## src/rtl/axi_arb_pkg.sv

```systemverilog
// axi_arb_pkg: shared widths, slave codes, FSM states, responses and address map for the AR arbiter
package axi_arb_pkg;

    localparam int AXI_ID_BITS   = 4;
    localparam int AXI_IDS_BITS  = AXI_ID_BITS + 4;
    localparam int AXI_ADDR_BITS = 32;
    localparam int AXI_LEN_BITS  = 4;
    localparam int AXI_SIZE_BITS = 3;

    localparam logic [2:0] SLV_S0  = 3'd0;
    localparam logic [2:0] SLV_S1  = 3'd1;
    localparam logic [2:0] SLV_S2  = 3'd2;
    localparam logic [2:0] SLV_S3  = 3'd3;
    localparam logic [2:0] SLV_S4  = 3'd4;
    localparam logic [2:0] SLV_S5  = 3'd5;
    localparam logic [2:0] SLV_DEF = 3'd6;

    typedef enum logic [1:0] {IDLE, ADDR, DATA} state_t;

    localparam logic [1:0] RESP_OKAY   = 2'b00;
    localparam logic [1:0] RESP_DECERR = 2'b11;

    localparam logic [AXI_ADDR_BITS-1:0] S0_BASE  = 32'h0000_0000;
    localparam logic [AXI_ADDR_BITS-1:0] S0_LIMIT = 32'h0000_3FFF;
    localparam logic [AXI_ADDR_BITS-1:0] S1_BASE  = 32'h0001_0000;
    localparam logic [AXI_ADDR_BITS-1:0] S1_LIMIT = 32'h0001_FFFF;
    localparam logic [AXI_ADDR_BITS-1:0] S2_BASE  = 32'h0002_0000;
    localparam logic [AXI_ADDR_BITS-1:0] S2_LIMIT = 32'h0002_FFFF;

    // S0 starts at zero, so only its upper limit needs comparing
    function automatic logic [2:0] addr_decode(input logic [AXI_ADDR_BITS-1:0] addr,
                                               input logic [2:0] def);
        return (addr <= S0_LIMIT)                    ? SLV_S0 :
               (addr >= S1_BASE && addr <= S1_LIMIT) ? SLV_S1 :
               (addr >= S2_BASE && addr <= S2_LIMIT) ? SLV_S2 : def;
    endfunction

endpackage

```

## src/rtl/default_slave_r.sv

```systemverilog
// default_slave_r: DECERR read-data generator for unmapped addresses (beat counter, latched ID/LEN)
module default_slave_r
    import axi_arb_pkg::*;
(
    input  logic                    clk,
    input  logic                    rst_n,
    input  logic                    load,
    input  logic                    active,
    input  logic [AXI_IDS_BITS-1:0] id_in,
    input  logic [AXI_LEN_BITS-1:0] len_in,
    input  logic                    rready,
    output logic [AXI_IDS_BITS-1:0] rid,
    output logic [1:0]              rresp,
    output logic                    rlast,
    output logic                    rvalid
);

    logic [AXI_IDS_BITS-1:0] id_q;
    logic [AXI_LEN_BITS-1:0] len_q;
    logic [AXI_LEN_BITS-1:0] cnt;

    // capture ID and burst length at the address handshake
    always_ff @(posedge clk) begin
        if (!rst_n) begin
            id_q  <= '0;
            len_q <= '0;
        end else if (load) begin
            id_q  <= id_in;
            len_q <= len_in;
        end
    end

    // beat counter: held at zero outside a default-slave burst, stops at the last beat so it never wraps
    always_ff @(posedge clk) begin
        if (!rst_n || !active)
            cnt <= '0;
        else if (rvalid && rready && !rlast)
            cnt <= cnt + 1'b1;
    end

    assign rvalid = active;
    assign rlast  = active && (cnt == len_q);
    assign rresp  = active ? RESP_DECERR : RESP_OKAY;
    assign rid    = active ? id_q : '0;

endmodule

```

## src/rtl/ar_arbiter.sv

```systemverilog
// ar_arbiter: two-master AXI read-address arbiter with address decode and DECERR default slave; AR_ARB_ROUND_ROBIN_EN selects round-robin ties
module ar_arbiter
    import axi_arb_pkg::*;
#(
    parameter int         NUM_MASTERS = 2,
    parameter logic [2:0] DEF_SLAVE   = SLV_DEF
) (
    input  logic                     ACLK,
    input  logic                     ARESETn,
    input  logic [AXI_ID_BITS-1:0]   ARID_M0,
    input  logic [AXI_ADDR_BITS-1:0] ARADDR_M0,
    input  logic [AXI_LEN_BITS-1:0]  ARLEN_M0,
    input  logic [AXI_SIZE_BITS-1:0] ARSIZE_M0,
    input  logic [1:0]               ARBURST_M0,
    input  logic                     ARVALID_M0,
    output logic                     ARREADY_M0,
    input  logic [AXI_ID_BITS-1:0]   ARID_M1,
    input  logic [AXI_ADDR_BITS-1:0] ARADDR_M1,
    input  logic [AXI_LEN_BITS-1:0]  ARLEN_M1,
    input  logic [AXI_SIZE_BITS-1:0] ARSIZE_M1,
    input  logic [1:0]               ARBURST_M1,
    input  logic                     ARVALID_M1,
    output logic                     ARREADY_M1,
    output logic [AXI_IDS_BITS-1:0]  ARID_BUS,
    output logic [AXI_ADDR_BITS-1:0] ARADDR_BUS,
    output logic [AXI_LEN_BITS-1:0]  ARLEN_BUS,
    output logic [AXI_SIZE_BITS-1:0] ARSIZE_BUS,
    output logic [1:0]               ARBURST_BUS,
    output logic                     ARVALID_BUS,
    input  logic                     ARREADY_BUS,
    output logic [2:0]               slave,
    input  logic                     RVALID_BUS,
    input  logic                     RREADY_BUS,
    input  logic                     RLAST_BUS,
    output logic [AXI_IDS_BITS-1:0]  RID_DEF,
    output logic [1:0]               RRESP_DEF,
    output logic                     RLAST_DEF,
    output logic                     RVALID_DEF,
    input  logic                     RREADY_DEF
);

    localparam int GW = $clog2(NUM_MASTERS);

    state_t        state;
    logic [GW-1:0] grant;
    logic [GW-1:0] win;
    logic [2:0]    slave_q;
    logic          m1, in_addr, is_def, ar_rdy, ar_hs, r_done;
`ifdef AR_ARB_ROUND_ROBIN_EN
    logic          last_m1;

    // round-robin: a tie goes to the master that was not granted last
    always_comb win = (ARVALID_M0 && (!ARVALID_M1 || last_m1)) ? '0 : '1;
`else
    // fixed priority: M0 wins every tie
    always_comb win = ARVALID_M0 ? '0 : '1;
`endif

    assign m1      = grant != '0;
    assign in_addr = state == ADDR;
    assign is_def  = slave_q == DEF_SLAVE;
    assign ar_rdy  = in_addr && (is_def || ARREADY_BUS);
    assign ar_hs   = ARVALID_BUS && ar_rdy;
    assign r_done  = (state == DATA) && (is_def ? (RVALID_DEF && RREADY_DEF && RLAST_DEF)
                                                : (RVALID_BUS && RREADY_BUS && RLAST_BUS));

    assign ARREADY_M0  = ar_rdy && !m1;
    assign ARREADY_M1  = ar_rdy && m1;
    assign ARVALID_BUS = in_addr && (m1 ? ARVALID_M1 : ARVALID_M0);
    assign ARID_BUS    = in_addr ? {4'(grant), m1 ? ARID_M1 : ARID_M0} : '0;
    assign ARADDR_BUS  = in_addr ? (m1 ? ARADDR_M1 : ARADDR_M0) : '0;
    assign ARLEN_BUS   = in_addr ? (m1 ? ARLEN_M1 : ARLEN_M0) : '0;
    assign ARSIZE_BUS  = in_addr ? (m1 ? ARSIZE_M1 : ARSIZE_M0) : '0;
    assign ARBURST_BUS = in_addr ? (m1 ? ARBURST_M1 : ARBURST_M0) : '0;
    assign slave       = slave_q;

    // grant/steer FSM: grant and slave select only change in IDLE and stay fixed until the last beat
    always_ff @(posedge ACLK) begin
        if (!ARESETn) begin
            state   <= IDLE;
            grant   <= '0;
            slave_q <= DEF_SLAVE;
`ifdef AR_ARB_ROUND_ROBIN_EN
            last_m1 <= 1'b1;
`endif
        end else begin
            unique case (state)
                IDLE: if (ARVALID_M0 || ARVALID_M1) begin
                    grant   <= win;
                    slave_q <= addr_decode(win != '0 ? ARADDR_M1 : ARADDR_M0, DEF_SLAVE);
                    state   <= ADDR;
                end
                ADDR: if (ar_hs) state <= DATA;
                DATA: if (r_done) begin
                    state   <= IDLE;
                    slave_q <= DEF_SLAVE;
`ifdef AR_ARB_ROUND_ROBIN_EN
                    last_m1 <= m1;
`endif
                end
                default: state <= IDLE;
            endcase
        end
    end

    default_slave_r u_def (
        .clk    (ACLK),
        .rst_n  (ARESETn),
        .load   (ar_hs),
        .active ((state == DATA) && is_def),
        .id_in  (ARID_BUS),
        .len_in (ARLEN_BUS),
        .rready (RREADY_DEF),
        .rid    (RID_DEF),
        .rresp  (RRESP_DEF),
        .rlast  (RLAST_DEF),
        .rvalid (RVALID_DEF)
    );

endmodule
```

## config.mk

```make
export PLATFORM = sky130hd
export DESIGN_NAME = ar_arbiter
export DESIGN_NICKNAME = d
export VERILOG_FILES = /design/src/rtl/axi_arb_pkg.sv /design/src/rtl/default_slave_r.sv /design/src/rtl/ar_arbiter.sv
export SDC_FILE = /design/constraint.sdc
export NUM_CORES = 1
export LEC_CHECK = 0
export ABC_AREA = 1
export ABC_CLOCK_PERIOD_IN_PS = 2900
export BUFFER_PORTS_ARGS = -buffer_cell sky130_fd_sc_hd__buf_2
export CELL_PAD_IN_SITES_DETAIL_PLACEMENT = 0
export CELL_PAD_IN_SITES_GLOBAL_PLACEMENT = 1
export CORE_MARGIN = 4
export CORE_UTILIZATION = 25
export DETAILED_ROUTE_END_ITERATION = 8
export HOLD_SLACK_MARGIN = 0.02
export PLACE_DENSITY = 0.87
export REMOVE_ABC_BUFFERS = 1
export SLEW_MARGIN = 30
export SYNTH_ARGS = -nofsm -noshare
export SYNTH_HDL_FRONTEND = slang
export SYNTH_HIERARCHICAL = 1
export SYNTH_SLANG_ARGS = --single-unit
```

## constraint.sdc

```tcl
create_clock -name ACLK -period 2.9 [get_ports ACLK]
set_input_delay 0.29 -clock ACLK [delete_from_list [all_inputs] [get_ports ACLK]]
set_output_delay 0.29 -clock ACLK [all_outputs]
set_load 0.02 [all_outputs]
```

==> flow_summary.ini <==
[run_status]
status = finished clean

[routing]
initialDrtViolationCount = 89
firstDrtPassIters = 4
route.detailed.drc = 0
drt_wl_total_mm = 6.78
viasPerCell = 4.42
wire_per_inst_um = 12.2
ant_nets = 0
route.vias.total = 2452

[logic_synthesis]
ys_warn_count = 6
yosysSeqAreaShare_pct = 22.5
avgSynthCellArea_um2 = 6.45
synth_top_cell_area_share_pct = 22.5
async_flop_share_pct = 0
ys_top_cells_by_area = dfxtp_1 23%, a22o_1 17%, nand2_1 11%, nor2_1 9.4%, inv_1 7.9%
synth_edf_count = 0
yosys.area.top_type = dfxtp_1
ys_top_cells_by_count = 58 x nand2_1, 49 x nor2_1, 41 x inv_1
yosysMostFrequentCell = nand2_1
synthFlopType = dfxtp_1
synth_area_um2 = 1950
ys_types = 32
syn_inst = 303
ys_ff_latch = 22

[worst_setup_path]
cp-start-kind = register
startpoint = state[0]
crit_arrival_ps = 1910
crit_required_ps = 2610
crit_path_end_kind = primary output
criticalPathCategory = register to primary output
timing.rr.start = state[1]
cp_max_fo = 40

[layout]
area_growth_pct = 43.6
n_antenna_cell = 0
nNetsFinal = 557
stdcell_area_um2 = 2810
fill_cells = 809
post-route-util_pct = 37.9
drive_gt1_share_pct = 40.6
fin_cells = 555

[clock_tree]
h-tree-depth = 1
cts_setup_buffers = 0
cts_root_buffer = clkbuf_8
cts_resized = 0
clock_latency_ps = 260
hold_buffers = 0
clock_sink_count = 22
cts_inserted_buffers = 3
clkSlewWorstSetupHoldPaths_ps = 80
cts_tree = built
cts_buffer_depth = 2

[place]
place.gp.congestion = 0.794
dp_hpwl_mm = 5.56
placed_cell_area_um2 = 2730
dp_cells = 551
port_buffers = 162

[timing]
finalClockSkew_ps = 4.24
rsz0062_at_grt = false
tightestPinTransition_ps = 654
fin_hold_ws_ps = 358
setup_violations = 0
timing.slew.headroom_pct = 56.3
layout_min_cycle_time_ps = 2200
max_freq_mhz = 455
setup_tns_ps = 0
slew_viol_final = 0
period_share_pct = 75.8
finalHoldViolations = 0

[floorplan]
start_util_pct = 26.4
pin_count = 166
die_area_um2 = 9290
core_um2 = 7410
rows = 31
die_y_um = 96.4
die_width_um = 96.4

[global_route]
grt_use_met3_pct = 2.63
grt_pass1_vias = 2389
use_met2_pct = 26.0
grt.busiest_layer = met2
grt_pass1_wl_mm = 10.8
grt_use_met1_pct = 17.7
antenna_found_initial = 0
grt_overflow = 0
grtUsageTotal_pct = 14.3
grt_max_degree = 41

[pwr]
vdd_drop_max_uv = 133
power.density_nw_per_um2 = 442
leakage_nw = 1.67

[hold_path]
worstHoldPathType = primary input to register
worstHoldStart = ARESETn

[flow_run]
maxCapViolCount = 0
==> stage by stage <==
step | power [mW] | setup WS [ps]
after floorplan | 0.740 | -143
after global placement | 0.964 | 839
after detailed placement | 0.970 | 765
after CTS | 1.25 | 646
after global routing | 1.33 | 525
final | 1.24 | 700
==> flip-flops by register name (all words and copies together) (netlist names) <==
signal and count:
u_def/len_q 4, u_def/cnt 4, slave 3, u_def/id_q 8
state 2, grant 1
==> worst paths after layout <==
check	endpoint	slack, ps	cells after the start
max	ARID_BUS[1]	700	6
min	slave[1]	360	2
max reg2reg	slave[2]	750	15
min reg2reg	u_def/len_q[0]	480	2
==> per-layer routing <==
layer / vias to the layer above / part of all wire, %
met5: - / 0
met4: 0 / 0.59
met3: 2 / 7.4
met2: 90 / 51
met1: 1073 / 41
li1: 1287 / -
==> cell families (layout without fill, tap and decap cells) <==
family / after synthesis / in the layout / share of synthesized area (%)
buffers and inverters: 69 / 217 / 19.5
and+or+nand+nor: 138 / 138 / 30.7
DFF: 22 / 22 / 22.5
other: 1 / 6 / 0.192
AOI/OAI and AO/OA: 71 / 71 / 25.9
xor gates and xnor gates: 1 / 1 / 0.449
adders and majority gates: 1 / 1 / 0.641
==> cell usage in the layout (no fill, tap or decap) <==
| cell type | count |
|---|---|
| nand3_1 | 18 |
| nand2_4 | 1 |
| dfxtp_1 | 22 |
| nor2_2 | 2 |
| o22ai_1 | 7 |
| buf_4 | 1 |
| a21oi_1 | 11 |
| ha_1 | 1 |
| clkinv_2 | 1 |
| or2_2 | 1 |
| clkbuf_8 | 3 |
| nand3b_1 | 2 |
| bufinv_16 | 1 |
| o211ai_1 | 1 |
| inv_2 | 7 |
| a31oi_1 | 1 |
| xnor2_1 | 1 |
| o21ai_1 | 2 |
| inv_1 | 41 |
| nand3_4 | 1 |
| o21ai_0 | 12 |
| conb_1 | 6 |
| a22o_1 | 37 |
| nor2_4 | 2 |
| nand2_1 | 58 |
| nand2_2 | 2 |
| inv_12 | 1 |
| nor3_1 | 2 |
| buf_2 | 162 |
| nor2_1 | 49 |
==> layout make-up <==
type	instances	area, um2	area share [%]
multi-input combinational	217	1150	41.0
timing repair buffer	163	818	29.2
tap	99	124	4.42
sequential	22	440	15.7
clock inverter	1	30.0	1.07
inverter	50	201	7.18
clock buffer	3	41.3	1.47
==> where the power goes <==
part	leakage [nW]	switching, mW	total (mW)	internal (mW)
clock network	0.0357	0.0980	0.282	0.184
logic	1.46	0.379	0.604	0.224
registers	0.180	0.0196	0.353	0.333
total	1.67	0.497	1.24	0.742
==> worst max-delay path: stages, from the launching register on <==
cell and delay [ps]:
dfxtp_1 370, inv_2 60, nor2_4 140, nand2_4 120
inv_2 490, a22o_1 260, buf_2 180
No activity file was read; power rests on OpenSTA's default activity.
